[config.mk]
export PLATFORM = sky130hd
export DESIGN_NAME = pattern_counter
export DESIGN_NICKNAME = d
export VERILOG_FILES = /design/src/rtl/pattern_pkg.sv /design/src/rtl/sat_counter.sv /design/src/rtl/pattern_counter.sv
export SDC_FILE = /design/constraint.sdc
export NUM_CORES = 1
export LEC_CHECK = 0
export CORE_MARGIN = 5
export CORE_UTILIZATION = 55
export CTS_CLUSTER_DIAMETER = 120
export DETAILED_ROUTE_END_ITERATION = 6
export PLACE_DENSITY = 0.83
export REMOVE_ABC_BUFFERS = 1
export SLEW_MARGIN = 20
export SYNTH_ARGS = -nofsm -noshare
export SYNTH_HDL_FRONTEND = slang
export SYNTH_SLANG_ARGS = --single-unit
[constraint.sdc]
create_clock -name clk -period 4.4 [get_ports clk]
set_input_delay 0.44 -clock clk [delete_from_list [all_inputs] [get_ports clk]]
set_output_delay 0.44 -clock clk [all_outputs]
set_load 0.05 [all_outputs]
[src/rtl/pattern_pkg.sv]
// pattern_pkg: shared FSM state type and parameter limits for pattern_counter
package pattern_pkg;
    typedef enum logic [1:0] {UNCFG, FILL, ARMED} state_t;
    localparam int PAT_W_MIN = 2;
    localparam int PAT_W_MAX = 16;
    localparam int CNT_W_MIN = 2;
    localparam int CNT_W_MAX = 16;
endpackage

[src/rtl/sat_counter.sv]
// sat_counter: saturating event counter with sticky overflow and synchronous clear
module sat_counter #(
    parameter int W = 4
) (
    input  logic         clk,
    input  logic         rst,
    input  logic         inc,
    input  logic         clr,
    output logic [W-1:0] count,
    output logic         ovf
);
    logic [W-1:0] r_count;
    logic         r_ovf;
    // clear wins over increment; an increment at full scale only flags overflow
    always_ff @(posedge clk or posedge rst) begin
        if (rst) begin
            r_count <= '0;
            r_ovf   <= 1'b0;
        end else if (clr) begin
            r_count <= '0;
            r_ovf   <= 1'b0;
        end else if (inc) begin
            if (&r_count) r_ovf <= 1'b1;
            else r_count <= r_count + 1'b1;
        end
    end
    assign count = r_count;
    assign ovf   = r_ovf;
endmodule

[src/rtl/pattern_counter.sv]
// pattern_counter: serial bit-pattern matcher with configurable length, overlap mode and saturating match count
module pattern_counter
    import pattern_pkg::*;
#(
    parameter int PAT_W = 4,
    parameter int CNT_W = 4
) (
    input  logic                       clk,
    input  logic                       rst,
    input  logic                       x,
    input  logic                       x_valid,
    input  logic                       cfg_load,
    input  logic [PAT_W-1:0]           cfg_pattern,
    input  logic [$clog2(PAT_W+1)-1:0] cfg_len,
    input  logic                       cfg_overlap,
    input  logic                       clr,
    output logic [CNT_W-1:0]           count,
    output logic                       hit,
    output logic                       overflow,
    output logic                       cfg_err
);
    localparam int LW = $clog2(PAT_W+1);

    state_t           r_state;
    logic [PAT_W-1:0] r_hist;
    logic [LW-1:0]    r_fill;
    logic [PAT_W-1:0] r_pat;
    logic [LW-1:0]    r_len;
    logic             r_ovl;
    logic             r_hit;
    logic             r_cfg_err;

    logic             w_cfg_ok;
    logic             w_acc_load;
    logic             w_bit;
    logic [PAT_W-1:0] w_hist_n;
    logic [LW-1:0]    w_fill_n;
    logic [PAT_W-1:0] w_mask;
    logic             w_match;

    assign w_cfg_ok   = (cfg_len != '0) && (cfg_len <= LW'(PAT_W));
    assign w_acc_load = cfg_load && w_cfg_ok;
    // an accepted load swallows any same-cycle bit
    assign w_bit      = x_valid && !w_acc_load && (r_state != UNCFG);
    assign w_hist_n   = (r_hist << 1) | {{(PAT_W-1){1'b0}}, x};
    assign w_fill_n   = (r_fill == LW'(PAT_W)) ? r_fill : r_fill + 1'b1;
    assign w_match    = w_bit && (w_fill_n >= r_len) && (((w_hist_n ^ r_pat) & w_mask) == '0);

    // low r_len bits of the history take part in the comparison
    always_comb begin
        w_mask = '0;
        for (int i = 0; i < PAT_W; i++) w_mask[i] = (i < int'(r_len));
    end

    // configuration, history, fill tracking and state
    always_ff @(posedge clk or posedge rst) begin
        if (rst) begin
            r_state   <= UNCFG;
            r_hist    <= '0;
            r_fill    <= '0;
            r_pat     <= '0;
            r_len     <= '0;
            r_ovl     <= 1'b0;
            r_hit     <= 1'b0;
            r_cfg_err <= 1'b0;
        end else begin
            r_hit     <= w_match;
            r_cfg_err <= cfg_load && !w_cfg_ok;
            if (w_acc_load) begin
                r_state <= FILL;
                r_pat   <= cfg_pattern;
                r_len   <= cfg_len;
                r_ovl   <= cfg_overlap;
                r_hist  <= '0;
                r_fill  <= '0;
            end else if (w_bit) begin
                r_hist <= w_hist_n;
                if (w_match && !r_ovl) begin
                    r_fill  <= '0;
                    r_state <= FILL;
                end else begin
                    r_fill  <= w_fill_n;
                    r_state <= (w_fill_n >= r_len) ? ARMED : FILL;
                end
            end
        end
    end

    sat_counter #(.W(CNT_W)) u_cnt (
        .clk  (clk),
        .rst  (rst),
        .inc  (w_match),
        .clr  (clr),
        .count(count),
        .ovf  (overflow)
    );

    assign hit     = r_hit;
    assign cfg_err = r_cfg_err;
endmodule
==> results of run 1 <==
path summary, 6_finish.rpt:
kind,start,slack [ns],endpoint,cells past startpoint
max,r_fill[0]$_DFFE_PP0P_,1.99,u_cnt.count[0]$_DFFE_PP0P_,10
min,r_pat[3]$_DFFE_PP0P_,0.51,r_pat[3]$_DFFE_PP0P_,2
max reg2reg,r_fill[0]$_DFFE_PP0P_,1.99,u_cnt.count[0]$_DFFE_PP0P_,10
min reg2reg,r_pat[3]$_DFFE_PP0P_,0.51,r_pat[3]$_DFFE_PP0P_,2
max in group asynchronous,rst,3.30,r_hist[1]$_DFFE_PP0P_,2
min in group asynchronous,rst,0.58,u_cnt.count[2]$_DFFE_PP0P_,2
power groups by stage:
stage	clock (mW)	combinational [mW]	sequential [mW]
after global placement	0	0.248	0.291
final	0.0965	0.257	0.289
after global routing	0.107	0.294	0.296
after detailed placement	0	0.259	0.295
after CTS	0.0996	0.261	0.289
after floorplan	0	0.168	0.310
layout make-up:
cell class / count / area (µm²)
Clock buffer: 3 / 22.5
Clock inverter: 1 / 5.00
Fill cell: 179 / 672
Inverter: 6 / 22.5
Multi-Input combinational cell: 98 / 608
Timing Repair Buffer: 21 / 208
Tap cell: 28 / 35.0
Sequential cell: 23 / 576
kinds of logic (layout without fill, tap and decap cells):
group                      after synthesis  count (layout)  synth area share [%]
adders and majority gates                6               6                  6.19
xor gates and xnor gates                 6               6                  4.33
AOI/OAI and AO/OA                       20              20                  11.5
buffers and inverters                    8              31                  2.47
DFF                                     23              23                  47.4
and+or+nand+nor                         62              62                  24.2
muxes                                    4               4                  3.81
flip-flops by register name, summed over array words and instances (netlist names):
signal / count
u_cnt.count: 4
u_cnt.ovf: 1
r_len: 3
r_pat: 4
cfg_err: 1
hit: 1
r_ovl: 1
r_fill: 3
r_hist: 3
r_state: 2
worst register-to-register path, delay by kind of cell (launching register included):
family / cells / cell delay [ns]
compound gates: 1 / 0.23
xor+xnor: 1 / 0.17
fa+ha+maj: 2 / 0.45
buf+inv: 1 / 0.08
flops: 1 / 0.44
mux: 1 / 0.31
simple gates: 4 / 0.64
cells in the mapped netlist, types with 2 or more instances:
| cell type | n |
|---|---|
| nand2_1 | 31 |
| dfrtp_1 | 23 |
| nor2_1 | 9 |
| ha_1 | 6 |
| inv_1 | 6 |
| nand3_1 | 5 |
| nor2b_1 | 5 |
| o21ai_0 | 5 |
| a21oi_1 | 4 |
| xor2_1 | 4 |
| a211oi_1 | 2 |
| and2_1 | 2 |
| clkbuf_1 | 2 |
| mux2i_1 | 2 |
| o32ai_1 | 2 |
| xnor2_1 | 2 |
per-layer routing:
layer	vias to the layer above	routed length, µm	share of wire [%]	global-route usage, %
li1	488	-	-	-
met1	470	1020	45	19.3
met2	21	1140	50	29.0
met3	4	89	3.9	2.04
met4	0	29	1.3	3.97
met5	-	0	0	0
==> flow_summary.html, run 1 <==
<table>
<tr><th>Metric</th><th>Value</th></tr>
<tr><th colspan="2">Place</th></tr>
<tr><td>Final weighted congestion in routability-driven placement</td><td>0.856</td></tr>
<tr><td>Placed standard-cell area</td><td>1450 µm²</td></tr>
<tr><td>Placed Cells incl. Taps</td><td>176</td></tr>
<tr><td>Count of input and output buffers</td><td>20</td></tr>
<tr><td>Pre-CTS WS</td><td>1.95 ns</td></tr>
<tr><td>Half-perimeter wire length after placement</td><td>1770 µm</td></tr>
<tr><th colspan="2">Synth</th></tr>
<tr><td>Count of flip-flops with a built-in enable after synthesis</td><td>0</td></tr>
<tr><td>Synthesis Warnings</td><td>0</td></tr>
<tr><td>Number of different library cells in the post-synthesis netlist</td><td>35</td></tr>
<tr><td>Fraction of synthesis flops using an asynchronous set or reset pin</td><td>100%</td></tr>
<tr><td>Most used DFF post-synth</td><td>dfrtp_1</td></tr>
<tr><td>Most area-consuming cells after synthesis</td><td>dfrtp_1 47%, nand2_1 9.6%, ha_1 6.2%</td></tr>
<tr><td>Sequential-to-total area share from yosys stat</td><td>47.4%</td></tr>
<tr><td>Synth top area share</td><td>47.4%</td></tr>
<tr><td>Combined area of all synthesized cells</td><td>around 1200 µm²</td></tr>
<tr><td>Synthesized instance count</td><td>129</td></tr>
<tr><td>Synth Area per Inst</td><td>9.41 µm²</td></tr>
<tr><td>Yosys reg bits</td><td>23</td></tr>
<tr><td>Largest area contributor in the netlist</td><td>dfrtp_1</td></tr>
<tr><th colspan="2">Clock tree</th></tr>
<tr><td>Number of buffers added for setup after CTS</td><td>0</td></tr>
<tr><td>H-tree levels</td><td>1</td></tr>
<tr><td>Cell at the root of the clock tree</td><td>clkbuf_4</td></tr>
<tr><td>TritonCTS clock tree</td><td>built</td></tr>
<tr><td>Latest clock arrival within the worst-skew pair</td><td>around 0.31 ns</td></tr>
<tr><td>Clock transition at the register clock pins on the worst setup and hold paths after CTS</td><td>0.13 ns</td></tr>
<tr><td>Clock tree buffer depth</td><td>2</td></tr>
<tr><td>Num CTS Buffers</td><td>3</td></tr>
<tr><td>PostCTS Resize Cnt</td><td>0</td></tr>
<tr><td>Number of hold buffers added after CTS</td><td>0</td></tr>
<tr><td>Sinks on the clock net</td><td>23</td></tr>
<tr><th colspan="2">STA</th></tr>
<tr><td>Final hold viol count</td><td>0</td></tr>
<tr><td>Final setup violation count</td><td>0</td></tr>
<tr><td>Time the final worst path needs with I/O delays and setup</td><td>2.41 ns</td></tr>
<tr><td>Fin Hold WS</td><td>a little over 0.5 ns</td></tr>
<tr><td>Slew at the pin with the worst max-slew slack</td><td>0.823 ns</td></tr>
<tr><td>Setup TNS Final</td><td>0 ns</td></tr>
<tr><td>Clk_skew</td><td>around 0.0076 ns</td></tr>
<tr><td>Setup slack of the critical path after layout</td><td>between 1.5 and 2 ns</td></tr>
<tr><td>Final count of pins violating max slew</td><td>0</td></tr>
<tr><td>Setup repair after global routing missed its margin</td><td>false</td></tr>
<tr><td>Upper clock frequency limit</td><td>415 MHz</td></tr>
<tr><td>Tcrit/Tclk final</td><td>54.7%</td></tr>
<tr><td>Relative slew margins</td><td>between 40% and 50%</td></tr>
<tr><th colspan="2">Critical path</th></tr>
<tr><td>Worst path slowest cell</td><td>dfrtp_1</td></tr>
<tr><td>Cell type with the highest occurrence count on the critical path</td><td>ha_1</td></tr>
<tr><td>Sort of element at the start of the critical path</td><td>flip-flop</td></tr>
<tr><td>Worst-path cell chain</td><td>inv_1 -&gt; ha_1 -&gt; nand2_1 -&gt; xnor2_1 -&gt; ha_1 -&gt; nor2b_1 -&gt; o21ai_0 -&gt; and3_1 -&gt; and3b_1 -&gt; mux2_4</td></tr>
<tr><td>Data arrival time at the worst-slack endpoint</td><td>between 2 and 3 ns</td></tr>
<tr><td>Crit-path max FO</td><td>6</td></tr>
<tr><td>Kind of capture point of the worst setup path</td><td>flip-flop</td></tr>
<tr><td>Critical Setup Path Class</td><td>reg2reg</td></tr>
<tr><td>Required time of the critical path</td><td>about 4.6 ns</td></tr>
<tr><td>Crit path buf inv count</td><td>1</td></tr>
<tr><td>Delay of the slowest cell on the worst path</td><td>0.44 ns</td></tr>
<tr><td>Dominant delay contributor by cell family on the critical path</td><td>simple AND/OR/NAND/NOR gates</td></tr>
<tr><th colspan="2">Power</th></tr>
<tr><td>Power dissipated by switching net loads</td><td>244 µW</td></tr>
<tr><td>Switching fraction of total power</td><td>38.0%</td></tr>
<tr><td>Internal power consumption</td><td>398 µW</td></tr>
<tr><td>P per Cell Area</td><td>435 nW/µm²</td></tr>
<tr><td>Clk network pwr share</td><td>15.0%</td></tr>
<tr><td>Leak</td><td>0.691 nW</td></tr>
<tr><td>Combinational Power Share</td><td>39.9%</td></tr>
<tr><td>Highest ir drop seen on vdd</td><td>~270 µV</td></tr>
<tr><td>Part of the power in registers</td><td>around 45%</td></tr>
<tr><td>Sum of internal, switching and leakage power</td><td>643 µW</td></tr>
<tr><th colspan="2">Drt</th></tr>
<tr><td>First-iteration detailed-routing DRC count</td><td>19</td></tr>
<tr><td>Number of nets with antenna violations after routing</td><td>0</td></tr>
<tr><td>Post-detailed-route wirelength per cell</td><td>approximately 13 µm</td></tr>
<tr><td>Detailed Routing Iterations Pass 1</td><td>4</td></tr>
<tr><td>Per-cell via count in the routed design</td><td>5.46</td></tr>
<tr><td>Detailed Route WL</td><td>2280 µm</td></tr>
<tr><td>Routed via count</td><td>983</td></tr>
<tr><td>Post-detailed-route DRC marker count</td><td>0</td></tr>
<tr><th colspan="2">Cells and area</th></tr>
<tr><td>Final Core Density</td><td>about 69%</td></tr>
<tr><td>Commonest cells after routing, fill and taps aside</td><td>31 x nand2_1, 23 x dfrtp_1, 20 x clkdlybuf4s50_1</td></tr>
<tr><td>Ratio of cells with drive above 1 in the final layout</td><td>6.58%</td></tr>
<tr><td>Most frequent standard cell in the layout excluding fill and tap cells</td><td>nand2_1</td></tr>
<tr><td>Final cell area excluding filler cells</td><td>1480 µm²</td></tr>
<tr><td>Final antenna diode count</td><td>0</td></tr>
<tr><td>Filler-free cell count of the finished design</td><td>180</td></tr>
<tr><td>Syn-to-layout area delta</td><td>21.6%</td></tr>
<tr><td>Number of nets in the layout</td><td>173</td></tr>
<tr><th colspan="2">Floorplan</th></tr>
<tr><td>Die Span X</td><td>around 57 µm</td></tr>
<tr><td>Count of standard-cell rows</td><td>17</td></tr>
<tr><td>Die Footprint</td><td>~3200 µm²</td></tr>
<tr><td>Floorplan Core Area</td><td>2150 µm²</td></tr>
<tr><td>IO Count</td><td>21</td></tr>
<tr><td>Height of the die</td><td>between 50 and 60 µm</td></tr>
<tr><td>Initial standard-cell utilization of the core</td><td>a little under three fifths</td></tr>
<tr><th colspan="2">Global routing</th></tr>
<tr><td>Via count of the first global-routing pass</td><td>slightly below 1000</td></tr>
<tr><td>GRT Residual Overflow</td><td>0</td></tr>
<tr><td>Initial antenna violation count</td><td>0</td></tr>
<tr><td>Overall routing resource usage</td><td>15.8%</td></tr>
<tr><td>Wire length of the first global-routing pass</td><td>just over 4000 µm</td></tr>
<tr><td>Largest net degree at the start of global routing</td><td>24</td></tr>
<tr><th colspan="2">Status</th></tr>
<tr><td>Outcome</td><td>complete, no violations</td></tr>
<tr><th colspan="2">Job</th></tr>
<tr><td>Max-cap violations</td><td>0</td></tr>
<tr><th colspan="2">Min path</th></tr>
<tr><td>Tightest Hold Check Type</td><td>reg2reg</td></tr>
</table>
(Power assumes the default switching activity.)
==> inputs of run 2 (changes only) <==
--- a/config.mk
+++ b/config.mk
@@ -6,10 +6,10 @@
 export NUM_CORES = 1
 export LEC_CHECK = 0
 export CORE_MARGIN = 5
-export CORE_UTILIZATION = 55
+export CORE_UTILIZATION = 46
 export CTS_CLUSTER_DIAMETER = 120
 export DETAILED_ROUTE_END_ITERATION = 6
-export PLACE_DENSITY = 0.83
+export PLACE_DENSITY = 0.74
 export REMOVE_ABC_BUFFERS = 1
 export SLEW_MARGIN = 20
 export SYNTH_ARGS = -nofsm -noshare
==> constraint.sdc (replaced) <==
create_clock -name clk -period 2 [get_ports clk]
set_input_delay 0.2 -clock clk [delete_from_list [all_inputs] [get_ports clk]]
set_output_delay 0.2 -clock clk [all_outputs]
set_load 0.05 [all_outputs]
==> run 2 against run 1 <==
  * Via count up 9.0%
  * Register-to-register slack lost 2.3 ns
  * The flow now finishes with violations (setup timing)
  * Highest routed layer unchanged
  * Clock-buffer cell count unchanged
  * Final cell count grew 10%
  * Worst setup slack lost 2.3 ns
  * Critical path type unchanged
  * Maximum frequency rose by 5.6%
  * Routed wire length grew 35%
  * Worst hold slack worse by 0.32 ns
  * Clock power grew 140%
  * Non-clock buffer count increased by 16
  * Largest power group is now combinational cells
==> flow_summary.html, run 2 (same netlist as run 1, synthesis figures left out) <==
<table>
<tr><th>Metric</th><th>Value</th></tr>
<tr><th colspan="2">Status</th></tr>
<tr><td>Outcome</td><td>complete, but fails checks (was complete, no violations)</td></tr>
<tr><td>Violations in the final reports</td><td>setup timing</td></tr>
<tr><th colspan="2">Clock tree</th></tr>
<tr><td>H-tree levels</td><td>1 (unchanged)</td></tr>
<tr><td>Latest clock arrival within the worst-skew pair</td><td>0.33 ns (was 0.31 ns)</td></tr>
<tr><td>Clock tree buffer depth</td><td>2 (unchanged)</td></tr>
<tr><td>Cell at the root of the clock tree</td><td>clkbuf_4 (unchanged)</td></tr>
<tr><td>Num CTS Buffers</td><td>3 (unchanged)</td></tr>
<tr><td>Number of hold buffers added after CTS</td><td>0 (unchanged)</td></tr>
<tr><td>TritonCTS clock tree</td><td>built (unchanged)</td></tr>
<tr><td>Sinks on the clock net</td><td>23 (unchanged)</td></tr>
<tr><td>Clock transition at the register clock pins on the worst setup and hold paths after CTS</td><td>0.13 ns (about the same)</td></tr>
<tr><th colspan="2">Critical path</th></tr>
<tr><td>R2R Path Start</td><td>r_fill[1]$_DFFE_PP0P_ (was r_fill[0]$_DFFE_PP0P_)</td></tr>
<tr><td>Sort of element at the start of the critical path</td><td>flip-flop (unchanged)</td></tr>
<tr><td>Critical Setup Path Class</td><td>reg2reg (unchanged)</td></tr>
<tr><td>Delay of the slowest cell on the worst path</td><td>0.43 ns (was 0.44 ns)</td></tr>
<tr><td>Required time of the critical path</td><td>2.23 ns (was 4.61 ns)</td></tr>
<tr><td>Worst setup path startpoint</td><td>r_fill[1]$_DFFE_PP0P_ (was r_fill[0]$_DFFE_PP0P_)</td></tr>
<tr><td>Cell type with the highest occurrence count on the critical path</td><td>ha_4 (was ha_1)</td></tr>
<tr><td>Worst path slowest cell</td><td>dfrtp_1 (unchanged)</td></tr>
<tr><td>Worst-path cell chain</td><td>inv_2 -&gt; ha_4 -&gt; nand2_4 -&gt; xnor2_4 -&gt; ha_4 -&gt; nor2b_4 -&gt; o21ai_2 -&gt; and3_4 -&gt; and3b_2 -&gt; mux2_4 (was inv_1 -&gt; ha_1 -&gt; nand2_1 -&gt; xnor2_1 -&gt; ha_1 -&gt; nor2b_1 -&gt; o21ai_0 -&gt; and3_1 -&gt; and3b_1 -&gt; mux2_4)</td></tr>
<tr><td>Crit-path max FO</td><td>5 (was 6)</td></tr>
<tr><td>Kind of capture point of the worst setup path</td><td>flip-flop (unchanged)</td></tr>
<tr><td>Data arrival time at the worst-slack endpoint</td><td>2.51 ns (was 2.62 ns)</td></tr>
<tr><th colspan="2">Drt</th></tr>
<tr><td>Post-detailed-route DRC marker count</td><td>0 (unchanged)</td></tr>
<tr><td>Number of nets with antenna violations after routing</td><td>0 (unchanged)</td></tr>
<tr><td>Post-detailed-route wirelength per cell</td><td>15.5 µm (was 12.6 µm)</td></tr>
<tr><td>First-iteration detailed-routing DRC count</td><td>34 (was 19)</td></tr>
<tr><td>Routed via count</td><td>1071 (was 983)</td></tr>
<tr><td>Per-cell via count in the routed design</td><td>5.41 (was 5.46)</td></tr>
<tr><td>Detailed Route WL</td><td>3080 µm (was 2280 µm)</td></tr>
<tr><td>Detailed Routing Iterations Pass 1</td><td>4 (unchanged)</td></tr>
<tr><th colspan="2">Place</th></tr>
<tr><td>Final weighted congestion in routability-driven placement</td><td>0.845 (was 0.856)</td></tr>
<tr><td>Half-perimeter wire length after placement</td><td>1980 µm (was 1770 µm)</td></tr>
<tr><td>Count of input and output buffers</td><td>20 (unchanged)</td></tr>
<tr><td>Placed standard-cell area</td><td>1540 µm² (was 1450 µm²)</td></tr>
<tr><th colspan="2">STA</th></tr>
<tr><td>Time the final worst path needs with I/O delays and setup</td><td>2.28 ns (was 2.41 ns)</td></tr>
<tr><td>Fin Hold WS</td><td>0.188 ns (was 0.512 ns)</td></tr>
<tr><td>Final setup violation count</td><td>8 (was 0)</td></tr>
<tr><td>Relative slew margins</td><td>40.2% (was 45.0%)</td></tr>
<tr><td>Tcrit/Tclk final</td><td>114% (was 54.7%)</td></tr>
<tr><td>Final count of pins violating max slew</td><td>0 (unchanged)</td></tr>
<tr><td>Setup slack of the critical path after layout</td><td>-0.280 ns (was 1.99 ns)</td></tr>
<tr><td>Setup repair after global routing missed its margin</td><td>true (was false)</td></tr>
<tr><td>Upper clock frequency limit</td><td>439 MHz (was 415 MHz)</td></tr>
<tr><td>Clk_skew</td><td>0.00573 ns (was 0.00761 ns)</td></tr>
<tr><td>Final hold viol count</td><td>0 (unchanged)</td></tr>
<tr><td>Slew at the pin with the worst max-slew slack</td><td>0.888 ns (was 0.823 ns)</td></tr>
<tr><th colspan="2">Floorplan</th></tr>
<tr><td>Die Span X</td><td>61.4 µm (was 57.0 µm)</td></tr>
<tr><td>Floorplan Core Area</td><td>2500 µm² (was 2150 µm²)</td></tr>
<tr><td>Count of standard-cell rows</td><td>18 (was 17)</td></tr>
<tr><td>Height of the die</td><td>61.4 µm (was 57.0 µm)</td></tr>
<tr><td>Initial standard-cell utilization of the core</td><td>48.5% (was 56.5%)</td></tr>
<tr><td>IO Count</td><td>21 (unchanged)</td></tr>
<tr><td>Die Footprint</td><td>3770 µm² (was 3250 µm²)</td></tr>
<tr><th colspan="2">Cells and area</th></tr>
<tr><td>Total area of sequential cells</td><td>576 µm² (unchanged)</td></tr>
<tr><td>Syn-to-layout area delta</td><td>48.4% (was 21.6%)</td></tr>
<tr><td>Commonest cells after routing, fill and taps aside</td><td>29 x nand2_1, 23 x dfrtp_1, 20 x clkdlybuf4s50_1 (was 31 x nand2_1, 23 x dfrtp_1, 20 x clkdlybuf4s50_1)</td></tr>
<tr><td>Most frequent standard cell in the layout excluding fill and tap cells</td><td>nand2_1 (unchanged)</td></tr>
<tr><td>Number of nets in the layout</td><td>189 (was 173)</td></tr>
<tr><td>Final antenna diode count</td><td>0 (unchanged)</td></tr>
<tr><td>Number of fillers in the final layout</td><td>173 (was 179)</td></tr>
<tr><td>Ratio of cells with drive above 1 in the final layout</td><td>29.8% (was 6.58%)</td></tr>
<tr><td>Final cell area excluding filler cells</td><td>1800 µm² (was 1480 µm²)</td></tr>
<tr><td>Combined area of the multi-input logic cells</td><td>803 µm² (was 608 µm²)</td></tr>
<tr><th colspan="2">Power</th></tr>
<tr><td>Sum of internal, switching and leakage power</td><td>2.02 mW (was 643 µW)</td></tr>
<tr><td>P per Cell Area</td><td>1120 nW/µm² (was 435 nW/µm²)</td></tr>
<tr><td>Leak</td><td>0.819 nW (was 0.691 nW)</td></tr>
<tr><td>Highest ir drop seen on vdd</td><td>930 µV (was 269 µV)</td></tr>
<tr><th colspan="2">Job</th></tr>
<tr><td>Max-cap violations</td><td>0 (unchanged)</td></tr>
<tr><th colspan="2">Global routing</th></tr>
<tr><td>Overall routing resource usage</td><td>16.3% (was 15.8%)</td></tr>
<tr><td>Initial antenna violation count</td><td>0 (unchanged)</td></tr>
<tr><td>Via count of the first global-routing pass</td><td>1025 (was 978)</td></tr>
<tr><td>GRT Residual Overflow</td><td>0 (unchanged)</td></tr>
<tr><td>Largest net degree at the start of global routing</td><td>24 (unchanged)</td></tr>
<tr><td>Wire length of the first global-routing pass</td><td>4510 µm (was 4140 µm)</td></tr>
<tr><th colspan="2">Min path</th></tr>
<tr><td>Tightest Hold Check Type</td><td>in2async (was reg2reg)</td></tr>
</table>
## run 2: cell count changes in the layout (fill, tap and decap cells not counted), moves of 2 or more
cell,previous run,this run
o21ai_2,0,2
buf_4,1,16
nor2_1,9,5
inv_1,6,4
inv_2,0,2
ha_1,6,2
nand2_1,31,29
o21ai_0,5,2
nor2_4,0,3
ha_4,0,3
## run 2: layout make-up
type | instances | share of cell area (%)
multi-input combinational | 98 | 44.6
sequential | 23 | 32.0
timing repair buffer | 37 | 18.4
tap | 30 | 2.08
clock buffer | 3 | 1.25
inverter | 6 | 1.25
clock inverter | 1 | 0.417
## run 2: layer usage
metal	up-vias	global-route usage, %	share of wire, %
met5	-	0	0
met4	0	7.27	3.0
met3	11	3.98	3.8
met2	26	25.8	48
met1	516	21.3	45
li1	518	-	-
## run 2: power by group
group          internal [mW]  switching [mW]  total (mW)
combinational          0.569           0.572        1.14
clock                 0.0767           0.152       0.229
sequential             0.558          0.0872       0.646
## run 2: per-stage QoR
step | util, % | setup TNS, ns | worst slack (ns) | instances
4_1_cts | 64.8 | -1.01 | -0.193 | 196
6_report | 72.0 | -1.46 | -0.280 | 198
3_5_place_dp | 61.7 | -1.41 | -0.341 | 190
2_1_floorplan | - | -0.390 | -0.173 | 127
5_1_grt | 72.0 | -2.15 | -0.346 | 198
3_3_place_gp | 61.7 | -0.886 | -0.217 | 190
## run 2: what timing repair did
item | in CTS | in global routing
resized for setup | 10 | 32
setup buffers | 2 | 2
pin swaps | 4 | 11
setup endpoints to repair | 9 | 11
## run 2: path summary, 6_finish.rpt
path	end	slack [ns]	depth (start not counted)
worst max-delay path	u_cnt.count[0]$_DFFE_PP0P_	-0.28	10
worst min-delay path	cfg_err$_DFF_PP0_	0.19	3
worst max register to register	u_cnt.count[0]$_DFFE_PP0P_	-0.28	10
worst min register to register	r_pat[0]$_DFFE_PP0P_	0.53	2
max in group asynchronous	r_len[0]$_DFFE_PP0P_	1.58	3
min in group clk	r_pat[2]$_DFFE_PP0P_	0.38	3
## run 2: worst max-delay path, delay by kind of cell, from the launching register on
family                   cells  cell delay [ns]
XOR/XNOR                     1             0.16
adder cells (fa/ha/maj)      2             0.45
buffers and inverters        1             0.10
flip-flops                   1             0.43
multiplexers                 1             0.30
AO/OA/AOI/OAI                1             0.17
AND/OR/NAND/NOR              4             0.57
==> inputs of run 3 (changes only) <==
--- a/config.mk
+++ b/config.mk
@@ -10,6 +10,7 @@
 export CTS_CLUSTER_DIAMETER = 120
 export DETAILED_ROUTE_END_ITERATION = 6
 export PLACE_DENSITY = 0.74
+export RECOVER_POWER = 25
 export REMOVE_ABC_BUFFERS = 1
 export SLEW_MARGIN = 20
 export SYNTH_ARGS = -nofsm -noshare
==> run 3 against run 2 <==
  * The flow still finishes with violations (setup timing)
  * Largest cell class unchanged
  * Highest routed layer unchanged
  * Non-clock buffer count did not move
  * Clock-buffer cell count did not move
  * Clock power barely moved
  * Global-route usage did not move
  * Cell area fell by 0.21%
  * Maximum frequency barely moved
  * Clock skew barely moved
  * Largest power group unchanged
  * Sequential share of layout area rose by 0.067 points
  * Via count fell by 0.19%
==> flow_summary.html, run 3 (same netlist as run 1, synthesis figures left out) <==
<table>
<tr><th>Metric</th><th>Value</th></tr>
<tr><th colspan="2">Cells and area</th></tr>
<tr><td>Syn-to-layout area delta</td><td>48.0% (was 48.4%)</td></tr>
<tr><td>Combined area of the multi-input logic cells</td><td>803 µm² (unchanged)</td></tr>
<tr><td>Number of nets in the layout</td><td>189 (unchanged)</td></tr>
<tr><td>Final Core Density</td><td>71.9% (was 72.0%)</td></tr>
<tr><td>Commonest cells after routing, fill and taps aside</td><td>29 x nand2_1, 23 x dfrtp_1, 19 x clkdlybuf4s50_1 (was 29 x nand2_1, 23 x dfrtp_1, 20 x clkdlybuf4s50_1)</td></tr>
<tr><td>Number of fillers in the final layout</td><td>175 (was 173)</td></tr>
<tr><td>Most frequent standard cell in the layout excluding fill and tap cells</td><td>nand2_1 (unchanged)</td></tr>
<tr><td>Ratio of cells with drive above 1 in the final layout</td><td>29.2% (was 29.8%)</td></tr>
<tr><td>Filler-free cell count of the finished design</td><td>198 (unchanged)</td></tr>
<tr><td>Total area of sequential cells</td><td>576 µm² (unchanged)</td></tr>
<tr><td>Final antenna diode count</td><td>0 (unchanged)</td></tr>
<tr><th colspan="2">Global routing</th></tr>
<tr><td>Overall routing resource usage</td><td>16.3% (unchanged)</td></tr>
<tr><td>Initial antenna violation count</td><td>0 (unchanged)</td></tr>
<tr><td>GRT Residual Overflow</td><td>0 (unchanged)</td></tr>
<tr><td>Via count of the first global-routing pass</td><td>1025 (unchanged)</td></tr>
<tr><td>Met1 layer usage reported by global route</td><td>21.3% (unchanged)</td></tr>
<tr><td>Met2 track demand over resource</td><td>25.8% (unchanged)</td></tr>
<tr><td>Wire length of the first global-routing pass</td><td>4510 µm (unchanged)</td></tr>
<tr><td>Most heavily used metal layer in global routing</td><td>met2 (unchanged)</td></tr>
<tr><td>Fraction of met3 tracks used by global routing</td><td>3.98% (unchanged)</td></tr>
<tr><td>Largest net degree at the start of global routing</td><td>24 (unchanged)</td></tr>
<tr><th colspan="2">STA</th></tr>
<tr><td>Relative slew margins</td><td>18.3% (was 40.2%)</td></tr>
<tr><td>Final setup violation count</td><td>8 (unchanged)</td></tr>
<tr><td>Final count of pins violating max slew</td><td>0 (unchanged)</td></tr>
<tr><td>Setup TNS Final</td><td>-1.48 ns (was -1.46 ns)</td></tr>
<tr><td>Setup slack of the critical path after layout</td><td>-0.282 ns (was -0.280 ns)</td></tr>
<tr><td>Tcrit/Tclk final</td><td>114% (about the same)</td></tr>
<tr><td>Final hold viol count</td><td>0 (unchanged)</td></tr>
<tr><td>Time the final worst path needs with I/O delays and setup</td><td>2.28 ns (about the same)</td></tr>
<tr><td>Setup repair after global routing missed its margin</td><td>true (unchanged)</td></tr>
<tr><td>Clk_skew</td><td>0.00605 ns (was 0.00573 ns)</td></tr>
<tr><td>Upper clock frequency limit</td><td>438 MHz (was 439 MHz)</td></tr>
<tr><td>Slew at the pin with the worst max-slew slack</td><td>1.23 ns (was 0.888 ns)</td></tr>
<tr><th colspan="2">Critical path</th></tr>
<tr><td>Worst path slowest cell</td><td>dfrtp_1 (unchanged)</td></tr>
<tr><td>Data arrival time at the worst-slack endpoint</td><td>2.51 ns (about the same)</td></tr>
<tr><td>Worst-path cell chain</td><td>inv_2 -&gt; ha_4 -&gt; nand2_4 -&gt; xnor2_4 -&gt; ha_4 -&gt; nor2b_4 -&gt; o21ai_2 -&gt; and3_4 -&gt; and3b_2 -&gt; mux2_4 (unchanged)</td></tr>
<tr><td>Required time of the critical path</td><td>2.23 ns (about the same)</td></tr>
<tr><td>Cell type with the highest occurrence count on the critical path</td><td>ha_4 (unchanged)</td></tr>
<tr><td>Critical Setup Path Class</td><td>reg2reg (unchanged)</td></tr>
<tr><td>Crit-path max FO</td><td>5 (unchanged)</td></tr>
<tr><td>R2R Path Start</td><td>r_fill[1]$_DFFE_PP0P_ (unchanged)</td></tr>
<tr><td>Kind of capture point of the worst setup path</td><td>flip-flop (unchanged)</td></tr>
<tr><td>Crit path buf inv count</td><td>1 (unchanged)</td></tr>
<tr><td>Delay of the slowest cell on the worst path</td><td>0.43 ns (about the same)</td></tr>
<tr><td>Sort of element at the start of the critical path</td><td>flip-flop (unchanged)</td></tr>
<tr><td>Worst setup path startpoint</td><td>r_fill[1]$_DFFE_PP0P_ (unchanged)</td></tr>
<tr><td>Dominant delay contributor by cell family on the critical path</td><td>simple AND/OR/NAND/NOR gates (unchanged)</td></tr>
<tr><th colspan="2">Clock tree</th></tr>
<tr><td>Clock tree buffer depth</td><td>2 (unchanged)</td></tr>
<tr><td>Latest clock arrival within the worst-skew pair</td><td>0.33 ns (about the same)</td></tr>
<tr><td>Clock transition at the register clock pins on the worst setup and hold paths after CTS</td><td>0.13 ns (about the same)</td></tr>
<tr><td>H-tree levels</td><td>1 (unchanged)</td></tr>
<tr><td>Sinks on the clock net</td><td>23 (unchanged)</td></tr>
<tr><td>Num CTS Buffers</td><td>3 (unchanged)</td></tr>
<tr><td>TritonCTS clock tree</td><td>built (unchanged)</td></tr>
<tr><td>Cell at the root of the clock tree</td><td>clkbuf_4 (unchanged)</td></tr>
<tr><th colspan="2">Drt</th></tr>
<tr><td>Per-cell via count in the routed design</td><td>5.40 (was 5.41)</td></tr>
<tr><td>Number of nets with antenna violations after routing</td><td>0 (unchanged)</td></tr>
<tr><td>Post-detailed-route DRC marker count</td><td>0 (unchanged)</td></tr>
<tr><td>Detailed Routing Iterations Pass 1</td><td>4 (unchanged)</td></tr>
<tr><td>Post-detailed-route wirelength per cell</td><td>15.5 µm (unchanged)</td></tr>
<tr><td>Detailed Route WL</td><td>3080 µm (unchanged)</td></tr>
<tr><td>Routed via count</td><td>1069 (was 1071)</td></tr>
<tr><td>First-iteration detailed-routing DRC count</td><td>34 (unchanged)</td></tr>
<tr><th colspan="2">Status</th></tr>
<tr><td>Outcome</td><td>complete, but fails checks (unchanged)</td></tr>
<tr><td>Violations in the final reports</td><td>setup timing (unchanged)</td></tr>
<tr><th colspan="2">Min path</th></tr>
<tr><td>Hold wc startpoint</td><td>cfg_pattern[2]</td></tr>
<tr><td>Tightest Hold Check Type</td><td>in2reg (was in2async)</td></tr>
<tr><th colspan="2">Floorplan</th></tr>
<tr><td>Floorplan Core Area</td><td>2500 µm² (unchanged)</td></tr>
<tr><td>Die Footprint</td><td>3770 µm² (unchanged)</td></tr>
<tr><td>Die Span X</td><td>61.4 µm (unchanged)</td></tr>
<tr><td>IO Count</td><td>21 (unchanged)</td></tr>
<tr><td>Count of standard-cell rows</td><td>18 (unchanged)</td></tr>
<tr><td>Initial standard-cell utilization of the core</td><td>48.5% (unchanged)</td></tr>
<tr><td>Height of the die</td><td>61.4 µm (unchanged)</td></tr>
<tr><th colspan="2">Place</th></tr>
<tr><td>Placed Cells incl. Taps</td><td>190 (unchanged)</td></tr>
<tr><td>Count of input and output buffers</td><td>20 (unchanged)</td></tr>
<tr><td>Final weighted congestion in routability-driven placement</td><td>0.845 (unchanged)</td></tr>
<tr><td>Half-perimeter wire length after placement</td><td>1980 µm (unchanged)</td></tr>
<tr><th colspan="2">Power</th></tr>
<tr><td>Highest ir drop seen on vdd</td><td>930 µV (about the same)</td></tr>
<tr><td>P per Cell Area</td><td>1120 nW/µm² (about the same)</td></tr>
<tr><td>Leak</td><td>0.816 nW (was 0.819 nW)</td></tr>
<tr><td>Sum of internal, switching and leakage power</td><td>2.02 mW (about the same)</td></tr>
<tr><th colspan="2">Job</th></tr>
<tr><td>Max-cap violations</td><td>0 (unchanged)</td></tr>
</table>
run 3: changes by cell type in the layout (fill, tap and decap cells not counted), sizes merged:
cell           before  now
clkbuf              3    4
dlygate4sd3         0    1
clkdlybuf4s50      20   19
buf                17   16
run 3: final cells by class:
cell class              instances  share of cell area [%]
multi-input cells              98                    44.7
clock inverters                 1                   0.418
inverters                       6                    1.25
clock buffers                   3                    1.25
flip-flops and latches         23                    32.0
well taps                      30                    2.09
repair buffers                 37                    18.2
run 3: stage by stage:
stage	setup WS, ns	area [µm²]	hold slack (ns)
global placement	-0.217	1540	0.486
finish	-0.282	1800	0.383
floorplan	-0.173	1210	0.202
CTS	-0.193	1620	0.203
detailed placement	-0.341	1540	0.493
global route	-0.346	1800	0.374
run 3: final timing paths:
kind	to	slack [ns]	depth (start not counted)
hold / removal	r_pat[2]$_DFFE_PP0P_	0.38	3
max in group asynchronous	r_len[0]$_DFFE_PP0P_	0.59	3
min in group asynchronous	cfg_err$_DFF_PP0_	0.68	3
setup / recovery	u_cnt.count[0]$_DFFE_PP0P_	-0.28	10
hold reg to reg	r_pat[0]$_DFFE_PP0P_	0.53	2
setup reg to reg	u_cnt.count[0]$_DFFE_PP0P_	-0.28	10
run 3: what timing repair did:
item,4_1_cts,5_1_grt
setup endpoints to repair,9,11
pin swaps,4,11
setup buffers,2,2
resized for setup,10,32
hold buffers,0,0
gates cloned,0,0
run 3: worst register-to-register path, delay by kind of cell (launching register included):
kind	cells	cell delay, ns
adder cells (fa/ha/maj)	2	0.45
multiplexers	1	0.30
AO/OA/AOI/OAI	1	0.17
flip-flops	1	0.43
AND/OR/NAND/NOR	4	0.57
buffers and inverters	1	0.10
XOR/XNOR	1	0.17
run 3: power breakdown:
group / internal (mW) / leakage [nW] / switching [mW]
clock network: 0.0767 / 0.0139 / 0.153
logic: 0.568 / 0.504 / 0.574
registers: 0.558 / 0.298 / 0.0871
total: 1.20 / 0.816 / 0.813
run 3: per-layer routing:
| metal | wire length (µm) | share of wire, % |
|---|---|---|
| met1 | 1370 | 45 |
| met2 | 1480 | 48 |
| met3 | 123 | 4.0 |
| met4 | 92 | 3.0 |
| met5 | 0 | 0 |
